File: src/rtl/attack_detector_trace_calc.sv
// attack_detector_trace_calc: single-stage trace processing for the LLC attack
// detector. Computes per-set deviation from the mean, a weighted z-score and
// fast/slow EMAs of the positive z-score, then emits an enriched record and a
// remap request. Optional feature macro: ATTACK_DETECTOR_PERSET_EMA_EN selects
// per-set EMA storage; when undefined a single global EMA pair is used.
module attack_detector_trace_calc #(
  parameter int SET_BITS   = 10,
  parameter int EMA0_SHIFT = 1,
  parameter int EMA1_SHIFT = 3,
  parameter int Z_SHIFT    = 7
) (
  input  logic        clock,
  input  logic        reset,
  input  logic        io_tracein_valid,
  output logic        io_tracein_ready,
  input  logic [14:0] io_tracein_bits_evSum,
  input  logic [14:0] io_tracein_bits_evAvera,
  input  logic [39:0] io_tracein_bits_evSqSum,
  input  logic [29:0] io_tracein_bits_evSqAvera,
  input  logic [14:0] io_tracein_bits_evStdDev,
  input  logic [14:0] io_tracein_bits_evStdDevReci,
  input  logic [9:0]  io_tracein_bits_set,
  input  logic [14:0] io_tracein_bits_ev,
  input  logic        io_tracein_bits_detected,
  input  logic [13:0] io_tracein_bits_delta,
  output logic        io_traceout_valid,
  input  logic        io_traceout_ready,
  output logic [14:0] io_traceout_bits_evSum,
  output logic [14:0] io_traceout_bits_evAvera,
  output logic [39:0] io_traceout_bits_evSqSum,
  output logic [29:0] io_traceout_bits_evSqAvera,
  output logic [14:0] io_traceout_bits_evStdDev,
  output logic [14:0] io_traceout_bits_evStdDevReci,
  output logic [9:0]  io_traceout_bits_set,
  output logic [14:0] io_traceout_bits_ev,
  output logic [14:0] io_traceout_bits_evErrAbs,
  output logic        io_traceout_bits_evErrNeg,
  output logic [29:0] io_traceout_bits_evMulErr,
  output logic [14:0] io_traceout_bits_evWZscore,
  output logic [13:0] io_traceout_bits_delta,
  output logic        io_traceout_bits_deltaNeg,
  output logic [13:0] io_traceout_bits_emaz0,
  output logic [14:0] io_traceout_bits_emaz1,
  output logic        io_remapfire,
  output logic        io_mix
);

  localparam int NSETS = 1 << SET_BITS;

  logic        valid_q, det_q;
  logic [13:0] din_q;
  logic        in_fire_s, out_fire_s;

  // Datapath signals
  logic [14:0] avg_s, err_abs_s, wz_s, zpos_s;
  logic        err_neg_s;
  logic [29:0] mul_s, mul_sh_s;
  logic [13:0] zcap_s, old0_s, emaz0_d, delta_d;
  logic [14:0] old1_s, old1_eff_s, emaz1_d;
  logic        hist_s, delta_neg_d;
  logic signed [16:0] diff1_s, sum1_s, dif_s;
  logic signed [15:0] diff0_s, sum0_s;
  logic [16:0] dabs_s;

  assign out_fire_s       = valid_q && io_traceout_ready;
  assign io_tracein_ready = !valid_q || io_traceout_ready;
  assign in_fire_s        = io_tracein_valid && io_tracein_ready;

  // Deviation of this set from the sweep mean (mean uses evSum, not evAvera)
  assign avg_s     = io_tracein_bits_evSum >> SET_BITS;
  assign err_neg_s = io_tracein_bits_ev < avg_s;
  assign err_abs_s = err_neg_s ? (avg_s - io_tracein_bits_ev) : (io_tracein_bits_ev - avg_s);
  assign mul_s     = 30'(err_abs_s) * 30'(io_tracein_bits_evStdDevReci);
  assign mul_sh_s  = mul_s >> Z_SHIFT;
  assign wz_s      = (mul_sh_s > 30'd32767) ? 15'h7FFF : mul_sh_s[14:0];
  assign zpos_s    = err_neg_s ? 15'd0 : wz_s;
  assign zcap_s    = zpos_s[14] ? 14'h3FFF : zpos_s[13:0];

  // EMA updates; results stay in range, the upper-bit guards are for safety only
  assign diff1_s = $signed({2'b00, zpos_s}) - $signed({2'b00, old1_s});
  assign sum1_s  = $signed({2'b00, old1_s}) + (diff1_s >>> EMA1_SHIFT);
  assign diff0_s = $signed({2'b00, zcap_s}) - $signed({2'b00, old0_s});
  assign sum0_s  = $signed({2'b00, old0_s}) + (diff0_s >>> EMA0_SHIFT);

  // Select seeded (first sample) or filtered EMA values
  always_comb begin
    emaz0_d    = 14'd0;
    emaz1_d    = 15'd0;
    old1_eff_s = 15'd0;
    if (hist_s) begin
      emaz1_d    = (sum1_s[16:15] != 2'b00) ? 15'h7FFF : sum1_s[14:0];
      emaz0_d    = (sum0_s[15:14] != 2'b00) ? 14'h3FFF : sum0_s[13:0];
      old1_eff_s = old1_s;
    end else begin
      emaz1_d    = zpos_s;
      emaz0_d    = zcap_s;
      old1_eff_s = 15'd0;
    end
  end

  assign dif_s       = $signed({2'b00, emaz1_d}) - $signed({2'b00, old1_eff_s});
  assign delta_neg_d = dif_s[16];
  assign dabs_s      = dif_s[16] ? 17'(-dif_s) : 17'(dif_s);
  assign delta_d     = (dabs_s > 17'd16383) ? 14'h3FFF : dabs_s[13:0];

`ifdef ATTACK_DETECTOR_PERSET_EMA_EN
  logic [13:0]      ema0_mem [0:NSETS-1];
  logic [14:0]      ema1_mem [0:NSETS-1];
  logic [NSETS-1:0] hist_q;

  assign old0_s = ema0_mem[io_tracein_bits_set];
  assign old1_s = ema1_mem[io_tracein_bits_set];
  assign hist_s = hist_q[io_tracein_bits_set];

  // Per-set EMA storage, written on every accepted record
  always_ff @(posedge clock) begin
    if (in_fire_s) begin
      ema0_mem[io_tracein_bits_set] <= emaz0_d;
      ema1_mem[io_tracein_bits_set] <= emaz1_d;
    end
  end

  // Per-set history-valid flags; reset marks every set as unseen
  always_ff @(posedge clock or negedge reset) begin
    if (!reset) begin
      hist_q <= '0;
    end else if (in_fire_s) begin
      hist_q[io_tracein_bits_set] <= 1'b1;
    end
  end
`else
  logic [13:0] ema0_q;
  logic [14:0] ema1_q;
  logic        hist_q;

  assign old0_s = ema0_q;
  assign old1_s = ema1_q;
  assign hist_s = hist_q;

  // Global EMA pair shared by all sets
  always_ff @(posedge clock or negedge reset) begin
    if (!reset) begin
      ema0_q <= 14'd0;
      ema1_q <= 15'd0;
      hist_q <= 1'b0;
    end else if (in_fire_s) begin
      ema0_q <= emaz0_d;
      ema1_q <= emaz1_d;
      hist_q <= 1'b1;
    end
  end
`endif

  // Output record register: loads on in_fire, drains on out_fire, else holds
  always_ff @(posedge clock or negedge reset) begin
    if (!reset) begin
      valid_q                       <= 1'b0;
      det_q                         <= 1'b0;
      din_q                         <= 14'd0;
      io_traceout_bits_evSum        <= 15'd0;
      io_traceout_bits_evAvera      <= 15'd0;
      io_traceout_bits_evSqSum      <= 40'd0;
      io_traceout_bits_evSqAvera    <= 30'd0;
      io_traceout_bits_evStdDev     <= 15'd0;
      io_traceout_bits_evStdDevReci <= 15'd0;
      io_traceout_bits_set          <= 10'd0;
      io_traceout_bits_ev           <= 15'd0;
      io_traceout_bits_evErrAbs     <= 15'd0;
      io_traceout_bits_evErrNeg     <= 1'b0;
      io_traceout_bits_evMulErr     <= 30'd0;
      io_traceout_bits_evWZscore    <= 15'd0;
      io_traceout_bits_delta        <= 14'd0;
      io_traceout_bits_deltaNeg     <= 1'b0;
      io_traceout_bits_emaz0        <= 14'd0;
      io_traceout_bits_emaz1        <= 15'd0;
    end else if (in_fire_s) begin
      valid_q                       <= 1'b1;
      det_q                         <= io_tracein_bits_detected;
      din_q                         <= io_tracein_bits_delta;
      io_traceout_bits_evSum        <= io_tracein_bits_evSum;
      io_traceout_bits_evAvera      <= io_tracein_bits_evAvera;
      io_traceout_bits_evSqSum      <= io_tracein_bits_evSqSum;
      io_traceout_bits_evSqAvera    <= io_tracein_bits_evSqAvera;
      io_traceout_bits_evStdDev     <= io_tracein_bits_evStdDev;
      io_traceout_bits_evStdDevReci <= io_tracein_bits_evStdDevReci;
      io_traceout_bits_set          <= io_tracein_bits_set;
      io_traceout_bits_ev           <= io_tracein_bits_ev;
      io_traceout_bits_evErrAbs     <= err_abs_s;
      io_traceout_bits_evErrNeg     <= err_neg_s;
      io_traceout_bits_evMulErr     <= mul_s;
      io_traceout_bits_evWZscore    <= wz_s;
      io_traceout_bits_delta        <= delta_d;
      io_traceout_bits_deltaNeg     <= delta_neg_d;
      io_traceout_bits_emaz0        <= emaz0_d;
      io_traceout_bits_emaz1        <= emaz1_d;
    end else if (out_fire_s) begin
      valid_q <= 1'b0;
    end else begin
      valid_q <= valid_q;
    end
  end

  assign io_traceout_valid = valid_q;
  assign io_mix            = det_q;
  // Remap request coincides with the transfer of the record that triggers it
  assign io_remapfire      = out_fire_s && (det_q || (io_traceout_bits_emaz0 > din_q));

endmodule

File: config.mk
export PLATFORM = sky130hd
export DESIGN_NAME = attack_detector_trace_calc
export DESIGN_NICKNAME = d
export VERILOG_FILES = /design/src/rtl/attack_detector_trace_calc.sv
export SDC_FILE = /design/constraint.sdc
export NUM_CORES = 1
export LEC_CHECK = 0
export CAP_MARGIN = 20
export CORE_ASPECT_RATIO = 0.7
export CORE_UTILIZATION = 40
export CTS_CLUSTER_DIAMETER = 60
export DETAILED_ROUTE_END_ITERATION = 16
export PLACE_DENSITY = 0.65
export RECOVER_POWER = 50
export SLEW_MARGIN = 25
export SYNTH_ARGS = -nofsm -noshare
export SYNTH_HDL_FRONTEND = slang
export SYNTH_SLANG_ARGS = --single-unit
File: constraint.sdc
create_clock -name clock -period 13.3 [get_ports clock]
set_clock_uncertainty 0.15 [all_clocks]
set_input_delay 1.33 -clock clock [delete_from_list [all_inputs] [get_ports clock]]
set_output_delay 1.33 -clock clock [all_outputs]
set_load 0.005 [all_outputs]
==> results by group <==
Routing
  – Iter 0 DRT Violations: 1498
  – Avg WL per Cell: between 15 and 20 um
  – Final WL: 81.50 mm
  – Number of nets with antenna violations after routing: 0
  – Via/cell ratio: between 5 and 6
  – DRC Markers: 0
  – Via count: roughly 23k
  – DR pass1 iterations: 6

Die
  – Starting Density: between 40% and 50%
  – Die footprint: between 0.05 and 0.06 mm^2
  – Total core area: around 0.057 mm^2
  – Die span in x: roughly 290 um
  – Cell Rows: 73
  – I/O pin cnt: 438
  – Die Ht: about 200 um

Setup path
  – Slowest cell on crit path: fa_1
  – R2R cell count: 34
  – Max FO, Critical Path: 8
  – Kind of critical path: in -> reg
  – Reg-to-Reg End: io_traceout_bits_delta[4]
  – Worst path max stage delay: approximately 590 ps
  – Critical Path RT: ~14000 ps
  – CP endpoint kind: register
  – CP delay by family, top: adder cells
  – Critical path launch point type: input port
  – Worst R2R Start: io_traceout_bits_emaz1[1]
  – Worst Path Buf+Inv: 14
  – Critical Path AT: 15310 ps
  – Reg-to-reg slack, setup: 5610 ps

Yosys
  – Post-synth EDFFs: 0
  – Largest family of logic cells by synthesized area: adder cells
  – Post-synthesis cell area: ~0.023 mm^2
  – Compound-Gate Fraction of Synth Area: about an eighth
  – Xor and xnor area share after synthesis: 3.503%
  – Post-synthesis cell count: 2784
  – FF+latch count, synth: 277
  – Most used DFF post-synth: dfrtp_1
  – Mean post-synth cell area: approximately 8.4 um^2
  – Register area share after synthesis: just under 30%
  – Async SR Flop Fraction: 100.0%
  – Distinct cells, synth: 79
  – Mux share of post-synthesis cell area: less than 1%
  – Synth Area in Simple Gates: around 23%
  – Mapped Nets: about 3.3k
  – Synth warn: 0
  – Adder-cell share of the synthesized area: 25.28%

Global routing
  – Largest net degree at the start of global routing: 94
  – Vias in the first global route: ~23k
  – Antenna violations before repair: 1
  – First-pass GRT wire length: 126.4 mm
  – All-Layer GR Usage: 26.97%
  – GRT overflow: 0

Final layout
  – Ant. Diodes: 0
  – Fillers: 4945
  – Commonest non-fill, non-tap cells in the layout: 751 x nand2_1, 474 x buf_4, 277 x dfrtp_1
  – Area grow syn2layout: 47.15%
  – Final cell count without fillers: approximately 4.4k
  – Final Util: 59.93%
  – Fin nets: about 4.2k
  – Layout cells sized above 1: between 20% and 30%
  – Most common cell after layout, fill and taps aside: nand2_1

Worst hold path
  – Hold_sp: io_traceout_bits_evErrAbs[14]
  – Hold path depth: 2
  – HP Class: reg -> reg
  – Worst Hold Path EP: io_traceout_bits_evErrAbs[14]

Clocking
  – Root Driver: clkbuf_16
  – Clk slew on worst S/H paths: about 60 ps
  – TritonCTS Buffers: 34
  – CTS tree: yes
  – Max clock buf depth: 3
  – H-tree depth: 2
  – CTS sink count: between 200 and 300
  – Hold buffer count at CTS: 0
  – Later-pin clock latency in the skew report: 550 ps

STA
  – Slew margin rel.: -254.3%
  – Tcrit/Tclk final: 113.4%
  – Worst setup margin: -1780 ps
  – Final Hold Viols: 0
  – FMAX: between 60 and 70 MHz
  – Worst Max-Slew Pin Slew: roughly 5300 ps
  – RSZ-0062 raised after global routing: yes
  – Fin crit period: around 15000 ps
  – Setup violations, final: 15
  – Fin. max-slew vios: between 200 and 250

Status
  – Failing checks: capacitance limit, slew limit, setup timing
  – Run status: finished, violations left

Placement
  – Routability congestion estimate: just under 1
  – Placed cell count: approximately 4.3k
  – Port Buf Inserts: approximately 440
  – Final HPWL DP: 63.91 mm

Run
  – Maxcap violations: 3
-- cell type report --
type	instances	area, um^2	area share, %
inverter	278	1047	3.061
multi-input combinational	2108	15770	46.09
clock buffer	42	930.9	2.721
tap	750	938.4	2.743
timing repair buffer	946	8387	24.51
sequential	277	6932	20.26
clock inverter	16	207.7	0.6071
-- logic make-up after synthesis --
| group | count (synthesis) |
|---|---|
| AOI/OAI and AO/OA | 442 |
| xor gates and xnor gates | 93 |
| buffers and inverters | 399 |
| adders and majority gates | 366 |
| muxes | 6 |
| DFF | 277 |
| and+or+nand+nor | 1201 |
-- stage by stage --
| stage | hold slack [ps] | area (um^2) | worst slack, ps | TNS [ps] |
|---|---|---|---|---|
| after floorplan | 299.7 | 23680 | -2060 | -29650 |
| after global placement | 307.5 | 31970 | -2941 | -66090 |
| after detailed placement | 311.5 | 31970 | -3320 | -76940 |
| after CTS | 325.4 | 33550 | -1833 | -26750 |
| after global routing | 327.5 | 34210 | -2416 | -38570 |
| final | 314.7 | 34210 | -1780 | -25940 |
-- worst min-delay path: stages (launching register included) --
cell and delay (ps):
dfrtp_1 330, nand2_1 50, nand2_1 50
-- cells in the mapped netlist (7+ instances only) --
cell      number  share of area [%]
nand2b_1      19               0.51
xnor2_1       59                2.2
a211oi_1      14               0.45
dfrtp_1      277                 30
o21bai_1      14               0.45
nand3_1       21               0.45
o21ai_0      140                3.0
nand2_1      759                 12
a21oi_1      100                2.2
ha_1         193                 10
o21a_1        13               0.42
a31oi_1       41                1.1
and3_1         7               0.19
xor2_1        34                1.3
fa_1         173                 15
nor2_1       146                2.4
and2_1       138                3.7
nand4_1       16               0.43
nor2b_1       27               0.73
clkbuf_1     107                1.7
o22ai_1       14               0.38
inv_1        278                4.5
o221ai_1      14               0.53
a21o_1        27               0.87
nor3_1        31               0.67
or3_1          8               0.22
o31ai_1        7               0.23
-- worst max-delay path by stage --
stage | from | end | slack [ps] | cells past startpoint
floorplan | io_tracein_bits_evSum[11] | io_traceout_bits_delta[10] | -2060 | 68
global placement | io_tracein_bits_evSum[11] | io_traceout_bits_delta[7] | -2940 | 65
detailed placement | io_tracein_bits_evSum[11] | io_traceout_bits_delta[4] | -3320 | 65
CTS | io_tracein_bits_ev[9] | io_traceout_bits_delta[3] | -1830 | 64
global route | io_tracein_bits_evSum[11] | io_traceout_bits_delta[12] | -2420 | 64
finish | io_tracein_bits_evSum[14] | io_traceout_bits_delta[4] | -1780 | 66
-- layer usage --
metal | up-vias | global-route usage (%) | wire length, um
met3 | 102 | 5.929 | 5917
met5 | - | 0 | 13
met1 | 10990 | 38.73 | 38030
met2 | 679 | 41.64 | 35980
met4 | 2 | 5.547 | 1557
li1 | 10750 | - | -
-- state kept, by name (all words and copies together), names as in the netlist, 15 cells and up --
signal and cells:
io_traceout_bits_evStdDevReci 15, io_traceout_bits_evErrAbs 15, io_traceout_bits_evStdDev 15, io_traceout_bits_evMulErr 30, io_traceout_bits_evWZscore 15, io_traceout_bits_evSqSum 40
io_traceout_bits_evSqAvera 30, io_traceout_bits_ev 15, io_traceout_bits_evSum 15, io_traceout_bits_emaz1 15, io_traceout_bits_evAvera 15
-- timing repair --
action	in CTS	in global routing
pin swaps	58	109
buffers inserted	17	32
setup endpoints to repair	44	44
gates cloned	1	2
endpoints found under the hold margin	0	0
resized for setup	77	132
Power is left out: the tool's default activity adds up to more than one toggle a clock period on the data nets, which glitch-free logic cannot reach.
